`config.mk`:
```
export PLATFORM = sky130hd
export DESIGN_NAME = pipe_stage_elastic
export DESIGN_NICKNAME = d
export VERILOG_FILES = /design/src/rtl/pipe_stage_elastic.sv
export SDC_FILE = /design/constraint.sdc
export NUM_CORES = 1
export LEC_CHECK = 0
export ABC_AREA = 1
export BUFFER_PORTS_ARGS = -buffer_cell sky130_fd_sc_hd__buf_2
export CAP_MARGIN = 20
export CORE_MARGIN = 2
export CORE_UTILIZATION = 40
export CTS_CLUSTER_DIAMETER = 40
export DETAILED_ROUTE_END_ITERATION = 16
export HOLD_SLACK_MARGIN = 0.05
export SYNTH_ARGS = -nofsm -noshare
export SYNTH_HDL_FRONTEND = slang
export SYNTH_SLANG_ARGS = --single-unit
```
`constraint.sdc`:
```
create_clock -name clk -period 5.28 [get_ports clk]
set_clock_uncertainty 0.2 [all_clocks]
set_input_delay 1.056 -clock clk [delete_from_list [all_inputs] [get_ports clk]]
set_output_delay 1.056 -clock clk [all_outputs]
set_load 0.005 [all_outputs]
```
`src/rtl/pipe_stage_elastic.sv`:
```
// rtl/pipe_stage_elastic.sv - elastic valid/ready pipeline stage with two-entry skid buffer
// Optional saturating stall counter enabled by `define STAGE_STALL_CNT_EN.
module pipe_stage_elastic #(
  parameter int                WIDTH  = 64,
  parameter logic [WIDTH-1:0]  BUBBLE = '0,
  parameter int                CNT_W  = 32
) (
  input  logic             clk,
  input  logic             reset,
  input  logic             flush,
  input  logic             in_valid,
  output logic             in_ready,
  input  logic [WIDTH-1:0] in_data,
  output logic             out_valid,
  input  logic             out_ready,
  output logic [WIDTH-1:0] out_data,
  output logic [1:0]       occupancy,
  output logic [CNT_W-1:0] stall_cnt
);

  logic             mainValid;
  logic             skidValid;
  logic [WIDTH-1:0] mainData;
  logic [WIDTH-1:0] skidData;
  logic             push;
  logic             pop;

  // skidValid implies mainValid, so the pair encodes EMPTY/ONE/FULL directly.
  assign occupancy = skidValid ? 2'd2 : (mainValid ? 2'd1 : 2'd0);
  assign in_ready  = !skidValid;
  assign out_valid = mainValid;
  assign out_data  = mainData;
  assign push      = in_valid && !skidValid;
  assign pop       = mainValid && out_ready;

  always_ff @(posedge clk or posedge reset) begin
    if (reset) begin
      mainValid <= 1'b0;
      skidValid <= 1'b0;
      mainData  <= BUBBLE;
      skidData  <= BUBBLE;
    end else if (flush) begin
      mainValid <= 1'b0;
      skidValid <= 1'b0;
      mainData  <= BUBBLE;
      skidData  <= BUBBLE;
    end else if (!mainValid) begin
      if (push) begin
        mainValid <= 1'b1;
        mainData  <= in_data;
      end
    end else if (!skidValid) begin
      if (push && pop) begin
        mainData <= in_data;
      end else if (push) begin
        skidValid <= 1'b1;
        skidData  <= in_data;
      end else if (pop) begin
        mainValid <= 1'b0;
      end
    end else if (pop) begin
      mainData  <= skidData;
      skidValid <= 1'b0;
    end
  end

`ifdef STAGE_STALL_CNT_EN
  logic [CNT_W-1:0] stallCnt;

  // Saturates rather than wraps; flush deliberately leaves it alone.
  always_ff @(posedge clk or posedge reset) begin
    if (reset) begin
      stallCnt <= '0;
    end else if (mainValid && !out_ready && (stallCnt != {CNT_W{1'b1}})) begin
      stallCnt <= stallCnt + 1'b1;
    end
  end

  assign stall_cnt = stallCnt;
`else
  assign stall_cnt = '0;
`endif

endmodule
```
==> metrics.md, run 1 <==
| Metric | Value |
|---|---|
| Largest net degree at the start of global routing | 100 |
| DRT iter0 DRCs | 328 |
| Setup TNS | 0 ns |
| Clock root buffer | clkbuf_16 |
| Least-Margin Pin Slew | 1.02 ns |
| Worst slack, placed | 2.10 ns |
| Worst r2r dst | skidData[4]$_DFFE_PP0P_ |
| H-tree levels | 4 |
| Clock insertion delay at the later pin of the skew report | 0.42 ns |
| Cts hold-fix bufs | 0 |
| Delay-heaviest family, CP | flip-flops |
| Leakage power | 0.00476 uW |
| Slew margin rel. | 32.3% |
| Top post-synthesis cells by area | dfrtp_1 50%, nand2_1 24%, nand3_1 7.5% |
| Crit. path cell count | 3 |
| Unrepaired setup endpoints after global routing | false |
| Grt total ovfl | 0 |
| Crit start category | register |
| Synth cell types | 18 |
| DRC Markers | 0 |
| Initial antenna violation count | 3 |
| Largest area contributor in the netlist | dfrtp_1 |
| CP Max Fanout | 39 |
| Core ar. | 15900 um2 |
| CP max stage cell | dfrtp_2 |
| Top-area cell type share of the netlist area | 49.7% |
| Final GP Congestion | 0.762 |
| I/O pin cnt | 169 |
| Status | finished, final reports clean |
| Layout area overhead | 17.2% |
| Synth Area per Inst | 7.34 um2 |
| Post-Route WL | 17200 um |
| Port Buffers | 136 |
| Mapped cell area | 6540 um2 |
| GRT Total Usage | 20.4% |
| Clk slew on worst S/H paths | 0.05 ns |
| Detail Route Antenna Nets | 0 |
| Number of global-route vias before repair | 5327 |
| Final setup violation count | 0 |
| Post-layout util | 48.1% |
| Pre-antenna DRT Iters | 4 |
| R2R Setup Slk | 2.32 ns |
| Ys async rst share | 100% |
| Dpl hpwl | 9760 um |
| Crit-path cells | nand2_1, inv_1, buf_2 |
| CTS tree | yes |
| Max Cap Violations | 0 |
| DR vias/cell | 4.70 |
| Bufs on Longest Clock Path | 2 |
| Synthesis Warnings | 0 |
| Die Width | 132 um |
| WP data arrival | 1.72 ns |
| Global-route wire length before repair | 28400 um |
| Hold Fails Final Rpt | 0 |
| Syn Inst Count | 891 |
| Worst setup margin | 2.31 ns |
| Crit path required time | 4.02 ns |
| Drt wl/cell | 14.1 um |
| Cells on worst reg2reg path | 7 |
| PwrDens | 322 nW/um2 |
| Final nets | 1061 |
| Hold/Removal Path Class | reg -> reg |
| Rows | 46 |
| Routed via count | 5730 |
| Fin crit period | 2.97 ns |
| Period utilization | 56.3% |
| Resized Gates After CTS | 0 |
| Sequential share of the synthesized area | 49.7% |
| Diode count | 0 |
| EDFF count, synth | 0 |
| Fmax | 336 MHz |
| Die area | 17400 um2 |
| Most frequent cell after synthesis | nand2_1 |
| Crit path capture type | output port |
| Crit Path Category | reg -> out |
| Post-CTS setup buffer count | 0 |
| Clock sink total | 130 |
| Seq cells post-synth | 130 |
| Final Max Tran Viols | 0 |
| Fillers | 1678 |
| Synth cell count leaders | 426 x nand2_1, 130 x dfrtp_1, 98 x nand3_1 |
| Peak supply drop | 0.000217 V |
| CP peak stage delay | 0.93 ns |
| Top FF cell, synth | dfrtp_1 |
| Initial core utilization | 41.0% |
| Die Ht | 132 um |
| Worst Path Buf+Inv | 2 |
| Start point of the critical path | out_valid$_DFF_PP0_ |
| Clock buffer count from CTS | 17 |
| Critical path endpoint | occupancy[0] |
| Share of cells above drive strength 1 | 18.1% |
| Worst r2r src | out_valid$_DFF_PP0_ |
registers in the layout, indices dropped and copies added, names as in the netlist:
| register | count |
|---|---|
| skidValid | 1 |
| out_valid | 1 |
| skidData | 64 |
| out_data | 64 |
cells by family after synthesis:
kind of cell / share of synthesized area [%]
compound gates: 0.497
flops: 49.7
simple gates: 38.8
buf+inv: 10.9
other cells: 0.0573
area by class of cell:
| type | count | area, um2 | share of cell area (%) |
|---|---|---|---|
| Sequential cell | 130 | 3260 | 42.5 |
| Inverter | 43 | 169 | 2.20 |
| Clock inverter | 7 | 60.1 | 0.783 |
| Timing Repair Buffer | 144 | 741 | 9.66 |
| Clock buffer | 23 | 468 | 6.10 |
| Multi-Input combinational cell | 656 | 2700 | 35.3 |
| Tap cell | 216 | 270 | 3.53 |
cells in the final DEF, fill, tap and decap left out:
master / netlist / final
a21oi_1: 1 / 1
nand2_4: 0 / 1
nor2_2: 1 / 1
dfrtp_1: 130 / 128
bufinv_16: 0 / 1
nand2_2: 0 / 2
buf_2: 21 / 136
clkbuf_8: 0 / 2
clkinv_2: 0 / 6
dfrtp_2: 0 / 2
inv_2: 3 / 2
nand2_1: 426 / 423
o21ai_0: 1 / 1
a21oi_4: 1 / 1
inv_1: 40 / 39
clkbuf_16: 0 / 17
nand4_1: 31 / 31
clkbuf_1: 20 / 4
conb_1: 1 / 32
a31oi_1: 1 / 1
inv_4: 0 / 1
buf_4: 47 / 8
nor2_4: 1 / 1
nand3_1: 98 / 98
nor2_1: 63 / 63
inv_6: 0 / 1
per-stage QoR:
step / cells / total power [uW] / instance area (um2) / hold WS, ns
6_report: 1219 / 2470 / 7670 / 0.270
5_1_grt: 1219 / 2580 / 7670 / 0.290
4_1_cts: 1219 / 2490 / 7670 / 0.272
3_5_place_dp: 1189 / 1400 / 7140 / 0.259
3_3_place_gp: 1189 / 1400 / 7140 / 0.254
2_1_floorplan: 922 / 1290 / 6660 / 0.242
per-layer routing:
metal  share of wire (%)  routed length, um  GRT usage, %
met5                0.16                 27             0
met3                 4.9                837          4.84
met1                  47               8080          28.0
met2                  47               8080          32.0
met4                 1.3                227          6.22
tightest hold or removal path, delay by kind of cell, from the launching register on:
family	cells	cell delay, ns
DFF	1	0.34
and+or+nand+nor	2	0.10
how the worst min path moves through the flow:
stage | start | cells past startpoint | endpoint | slack (ns)
CTS | skidData[51]$_DFFE_PP0P_ | 2 | skidData[51]$_DFFE_PP0P_ | 0.27
global placement | skidData[11]$_DFFE_PP0P_ | 2 | skidData[11]$_DFFE_PP0P_ | 0.25
detailed placement | skidData[46]$_DFFE_PP0P_ | 2 | skidData[46]$_DFFE_PP0P_ | 0.26
floorplan | skidData[28]$_DFFE_PP0P_ | 2 | skidData[28]$_DFFE_PP0P_ | 0.24
finish | skidData[35]$_DFFE_PP0P_ | 2 | skidData[35]$_DFFE_PP0P_ | 0.27
global route | skidData[46]$_DFFE_PP0P_ | 2 | skidData[46]$_DFFE_PP0P_ | 0.29
power by group:
part	switching, uW	internal (uW)	total (uW)
clock	422	661	1080
combinational	187	98.7	286
sequential	43.9	1050	1100
Note: power is estimated with default switching activity, not from simulation.
==> inputs of run 2 (changes only) <==
- clock period: 5.28 -> 2.95 ns (I/O delays scaled with it)
==> run 2 against run 1 <==
Clock power up 84%. Largest power group is now the clock network. Via count grew 0.47%. Worst setup slack got worse by 1.5 ns. Cell area up 2.0%. Global-route usage down 0.52 points. Combinational power increased by 91%. Power up 82%. Die area unchanged. Critical path depth up 1. Routed wire length decreased by 2.0%. Count of clock-buffer cells in the layout down 3.
==> metrics.md, run 2 (synthesized netlist as in run 1, its figures left out) <==
| Metric | Value |
|---|---|
| Status | finished, final reports clean |
| Initial antenna violation count | 0 (-3) |
| Share of cells above drive strength 1 | 19.3% (+1.2 points) |
| Drt wl/cell | 13.7 um (-3.0%) |
| Post-Route WL | 16900 um (-2.0%) |
| WP data arrival | 1.39 ns (-0.33 ns) |
| Rows | 46 (unchanged) |
| Resized Gates After CTS | 0 (unchanged) |
| R2R Setup Slk | 0.79 ns (-1.53 ns) |
| H-tree levels | 4 (unchanged) |
| Setup TNS | 0 ns (unchanged) |
| Bufs on Longest Clock Path | 2 (unchanged) |
| Die Width | 132 um (unchanged) |
| CP max stage cell | dfrtp_2 |
| Pre-antenna DRT Iters | 5 (+1) |
| Clock buffer count from CTS | 17 (unchanged) |
| Worst slack, placed | 0.768 ns (-1.34 ns) |
| Global-route wire length before repair | 27700 um (-2.4%) |
| Cells on worst reg2reg path | 7 (unchanged) |
| Commonest cells after routing, fill and taps aside | 423 x nand2_1, 136 x buf_2, 128 x dfrtp_1 |
| Delay-heaviest family, CP | flip-flops |
| DRC Markers | 0 (unchanged) |
| Reg area | 3260 um2 (unchanged) |
| Hold Fails Final Rpt | 0 (unchanged) |
| Clk slew on worst S/H paths | 0.06 ns (about the same) |
| Crit path required time | 2.16 ns (-1.86 ns) |
| Crit-path cells | inv_2, nand2_1, inv_1, buf_2 |
| Most common cell after layout, fill and taps aside | nand2_1 |
| Least-Margin Pin Slew | 0.540 ns (-0.476 ns) |
| Critical path endpoint | occupancy[0] |
| Dpl cells | 1198 (+0.76%) |
| CTS tree | yes |
| Worst r2r src | skidValid$_DFFE_PP0N_ |
| Initial core utilization | 41.0% (unchanged) |
| Largest net degree at the start of global routing | 90 (-10%) |
| Leakage power | 0.00481 uW (+0.95%) |
| PwrDens | 573 nW/um2 (+78%) |
| Peak supply drop | 0.000401 V (+85%) |
| Final Non-Filler Cells | 1231 (+0.98%) |
| Final Max Tran Viols | 0 (unchanged) |
| Port Buffers | 136 (unchanged) |
| Period utilization | 73.9% |
| Hold depth | 3 (+1) |
| Crit start category | register |
| GRT Total Usage | 19.8% (-0.52 points) |
| Fin crit period | 2.18 ns |
| DR vias/cell | 4.68 (-0.51%) |
| Core ar. | 15900 um2 (unchanged) |
| Fillers | 1686 (+0.48%) |
| Hold/Removal Path Class | in -> reg |
| CP peak stage delay | 0.61 ns (-0.32 ns) |
| DRT iter0 DRCs | 379 (+16%) |
| Die area | 17400 um2 (unchanged) |
| Crit Path Category | reg -> out |
| Number of global-route vias before repair | 5311 (-0.30%) |
| Crit. path cell count | 4 (+1) |
| Final setup violation count | 0 (unchanged) |
| Routed via count | 5757 (+0.47%) |
| Layout area overhead | 19.6% |
| Dpl hpwl | 10400 um (+6.5%) |
| Worst setup margin | 0.769 ns (-1.54 ns) |
| Worst r2r dst | out_data[38]$_DFFE_PP0P_ |
| Slew margin rel. | 63.9% (+32 points) |
| I/O pin cnt | 169 (unchanged) |
| Clock sink total | 130 (unchanged) |
| Grt total ovfl | 0 (unchanged) |
| Max Cap Violations | 0 (unchanged) |
| Clock insertion delay at the later pin of the skew report | 0.41 ns (about the same) |
| Start point of the critical path | skidValid$_DFFE_PP0N_ |
| Fmax | 458 MHz |
| Detail Route Antenna Nets | 0 (unchanged) |
| Unrepaired setup endpoints after global routing | false |
| Worst Path Buf+Inv | 3 (+1) |
| Area of the multi-input gates | 2700 um2 (unchanged) |
| Crit path capture type | output port |
| Post-CTS setup buffer count | 0 (unchanged) |
| Post-layout util | 49.0% (+0.96 points) |
| Final GP Congestion | 0.750 (-1.6%) |
| Diode count | 0 (unchanged) |
| Die Ht | 132 um (unchanged) |
| Final nets | 1071 (+0.94%) |
| CP Max Fanout | 19 (-51%) |
| Clock root buffer | clkbuf_16 |
## run 2: cell type report
class	count	share of cell area [%]
inverters	43	2.14
clock inverters	12	1.41
multi-input cells	656	34.6
clock buffers	20	5.84
flip-flops and latches	130	41.6
repair buffers	154	10.9
well taps	216	3.46
## run 2: where the power goes
group	switching (uW)	total (uW)	internal [uW]
clock network	790	1990	1200
logic	356	547	191
registers	57.2	1940	1880
total	1200	4480	3270
## run 2: metrics by stage
stage | instance area [um2] | hold slack, ns | total power [uW]
3_5_place_dp | 7240 | 0.258 | 2530
4_1_cts | 7820 | 0.174 | 4540
6_report | 7820 | 0.190 | 4480
3_3_place_gp | 7240 | 0.254 | 2520
5_1_grt | 7820 | 0.192 | 4680
2_1_floorplan | 6660 | 0.242 | 2320
## run 2: tightest hold or removal path: stages
cell	delay (ns)
buf_2	0.09
nand2_1	0.05
nand2_1	0.05
## run 2: worst min-delay path by stage
stage | end | slack (ns) | from
floorplan | skidData[28]$_DFFE_PP0P_ | 0.24 | skidData[28]$_DFFE_PP0P_
global placement | skidData[27]$_DFFE_PP0P_ | 0.25 | skidData[27]$_DFFE_PP0P_
detailed placement | skidData[54]$_DFFE_PP0P_ | 0.26 | skidData[54]$_DFFE_PP0P_
CTS | skidData[9]$_DFFE_PP0P_ | 0.17 | in_data[9]
global route | skidData[42]$_DFFE_PP0P_ | 0.19 | in_data[42]
finish | skidData[29]$_DFFE_PP0P_ | 0.19 | in_data[29]
## run 2: what timing repair did
action                     4_1_cts  5_1_grt
hold buffers                     1        0
setup endpoints to repair        0        0
hold endpoints to repair        20        0
## run 2: routing by layer
metal,track usage (%),vias up,wire [um]
li1,-,2917,-
met1,27.5,2677,8030
met2,31.1,142,7880
met3,3.88,21,703
met4,6.94,0,283
met5,0,-,0
==> inputs of run 3 (changes only) <==
- clock period: 2.95 -> 2.07 ns (I/O delays scaled with it)
==> run 3 against run 2 <==
Combinational power is 68% higher. Routed wire length is 2.4% higher. Sequential power is 42% higher. Die area stayed put. Critical path depth stayed put. Largest power group unchanged.
==> metrics.md, run 3 (synthesized netlist as in run 1, its figures left out) <==
| Metric | Value |
|---|---|
| R2R Setup Slk | 0.28 ns (-0.51 ns) |
| Clock buffer count from CTS | 17 (unchanged) |
| CTS tree | yes |
| Grt total ovfl | 0 (unchanged) |
| Detail Route Antenna Nets | 0 (unchanged) |
| Clk slew on worst S/H paths | 0.05 ns (about the same) |
| Number of global-route vias before repair | 5641 (+6.2%) |
| Post-CTS setup buffer count | 0 (unchanged) |
| Worst r2r src | skidValid$_DFFE_PP0N_ |
| Fin crit period | 1.94 ns |
| Post-layout util | 54.1% (+5.0 points) |
| Port Buffers | 136 (unchanged) |
| Worst setup margin | 0.129 ns (-0.640 ns) |
| Bufs on Longest Clock Path | 2 (unchanged) |
| H-tree levels | 4 (unchanged) |
| Max Cap Violations | 0 (unchanged) |
| Initial antenna violation count | 1 (+1) |
| Unrepaired setup endpoints after global routing | false |
| Clock sink total | 130 (unchanged) |
| DRT iter0 DRCs | 408 (+7.7%) |
| Final Max Tran Viols | 0 (unchanged) |
| Rows | 46 (unchanged) |
| Cells on worst reg2reg path | 8 (+1) |
| Min-Delay Endpoint | out_valid$_DFF_PP0_ |
| Die Width | 132 um (unchanged) |
| Clock root buffer | clkbuf_16 |
| Post-Route WL | 17300 um (+2.4%) |
| Worst slack, placed | 0.259 ns (-0.508 ns) |
| Worst r2r dst | out_data[16]$_DFFE_PP0P_ |
| Delay-heaviest family, CP | flip-flops |
| Hold depth | 3 (unchanged) |
| Dpl hpwl | 10600 um (+2.4%) |
| WP data arrival | 1.33 ns (-0.06 ns) |
| I/O pin cnt | 169 (unchanged) |
| Die area | 17400 um2 (unchanged) |
| Grt peak-use layer | met2 |
| Final Non-Filler Cells | 1300 (+5.6%) |
| Layout area overhead | 31.8% |
| CP Max Fanout | 18 (-1) |
| Crit Path Category | reg -> out |
| Global-route track usage on met3 | 4.15% (+0.27 points) |
| PwrDens | 754 nW/um2 (+32%) |
| Initial core utilization | 41.0% (unchanged) |
| Crit start category | register |
| Status | finished, final reports clean |
| Die Ht | 132 um (unchanged) |
| Final setup violation count | 0 (unchanged) |
| Fmax | 515 MHz |
| Largest net degree at the start of global routing | 96 (+6.7%) |
| M2 GR Usage | 31.6% (+0.52 points) |
| Leakage power | 0.00518 uW (+7.7%) |
| Commonest cells after routing, fill and taps aside | 423 x nand2_1, 136 x buf_2, 128 x dfrtp_1 |
| GR met1 Demand/Resource | 27.7% (+0.17 points) |
| Worst Path Buf+Inv | 3 (unchanged) |
| CP peak stage delay | 0.44 ns (-0.17 ns) |
| Crit path capture type | output port |
| GRT Total Usage | 20.3% (+0.45 points) |
| Crit path required time | 1.46 ns (-0.70 ns) |
| Hold Fails Final Rpt | 0 (unchanged) |
| Hold/Removal Path Class | in -> reg |
| DRC Markers | 0 (unchanged) |
| Crit-path cells | buf_6, nand2_1, inv_1, buf_2 |
| Peak supply drop | 0.000565 V (+41%) |
| Final nets | 1143 (+6.7%) |
| Least-Margin Pin Slew | 0.604 ns (+0.0638 ns) |
| Core ar. | 15900 um2 (unchanged) |
| Power Total | 6500 uW (+45%) |
| Dpl cells | 1206 (+0.67%) |
| Period utilization | 93.8% |
| Routed via count | 6065 (+5.4%) |
| WHS | 0.151 ns (-0.0399 ns) |
| Slew margin rel. | 59.6% (-4.3 points) |
| Final GP Congestion | 0.754 (+0.51%) |
| Share of cells above drive strength 1 | 18.4% (-0.94 points) |
| Startpoint of the worst hold path | in_valid |
| CP max stage cell | dfrtp_2 |
| DR vias/cell | 4.67 (-0.24%) |
| Global-route wire length before repair | 28500 um (+2.8%) |
| Drt wl/cell | 13.3 um (-3.0%) |
| Clock insertion delay at the later pin of the skew report | 0.41 ns (about the same) |
| Pre-antenna DRT Iters | 5 (unchanged) |
| Most common cell after layout, fill and taps aside | nand2_1 |
==> run 3: cell count changes in the layout (fill, tap and decap cells not counted) <==
cell,previous run,this run
buf_12,3,13
clkbuf_8,2,1
buf_6,0,1
diode_2,0,1
clkinv_4,2,0
clkbuf_1,1,2
dlygate4sd3_1,1,65
clkinvlp_4,8,1
clkinv_2,2,6
bufinv_16,1,2
buf_4,14,11
==> run 3: final cells by class <==
class / count / area (um2)
diodes: 1 / 2.50
flip-flops and latches: 130 / 3260
inverters: 43 / 168
well taps: 216 / 270
repair buffers: 226 / 1690
multi-input cells: 656 / 2700
fillers: 1581 / 7320
clock inverters: 8 / 90.1
clock buffers: 20 / 447
==> run 3: where the power goes <==
part / switching, uW / internal (uW)
clock network: 1060 / 1760
registers: 79.0 / 2680
logic: 533 / 385
==> run 3: stage by stage <==
step           area (um2)  TNS (ns)
6_report             8620         0
5_1_grt              8620         0
4_1_cts              8610         0
3_5_place_dp         7430         0
3_3_place_gp         7430         0
2_1_floorplan        6660    -19.92
==> run 3: worst max-delay path by stage <==
stage,depth (start not counted),endpoint,from
floorplan,1,out_data[0]$_DFFE_PP0P_,reset
global placement,8,out_data[6]$_DFFE_PP0P_,in_valid
detailed placement,8,out_data[61]$_DFFE_PP0P_,in_valid
CTS,4,occupancy[0],out_valid$_DFF_PP0_
global route,4,occupancy[0],out_valid$_DFF_PP0_
finish,4,occupancy[0],out_valid$_DFF_PP0_
==> run 3: worst register-to-register path: stages (launching register included) <==
cell and delay, ns:
dfrtp_2 0.44, inv_2 0.07, nand2_1 0.08, nand2_1 0.10, nand2_2 0.18, nand2_2 0.10
buf_4 0.36, nand2_1 0.12, nand2_1 0.08
==> run 3: per-layer routing <==
metal	part of all wire, %	wire, um
met1	47	8090
met4	2.0	351
met3	4.5	778
met5	0	0
met2	47	8090
==> run 3: what timing repair did <==
| item | CTS | global route |
|---|---|---|
| gates resized for setup | 0 | 1 |
| hold buffers | 65 | 0 |
| hold endpoints to repair | 78 | 0 |
| endpoints found under the setup margin | 0 | 1 |
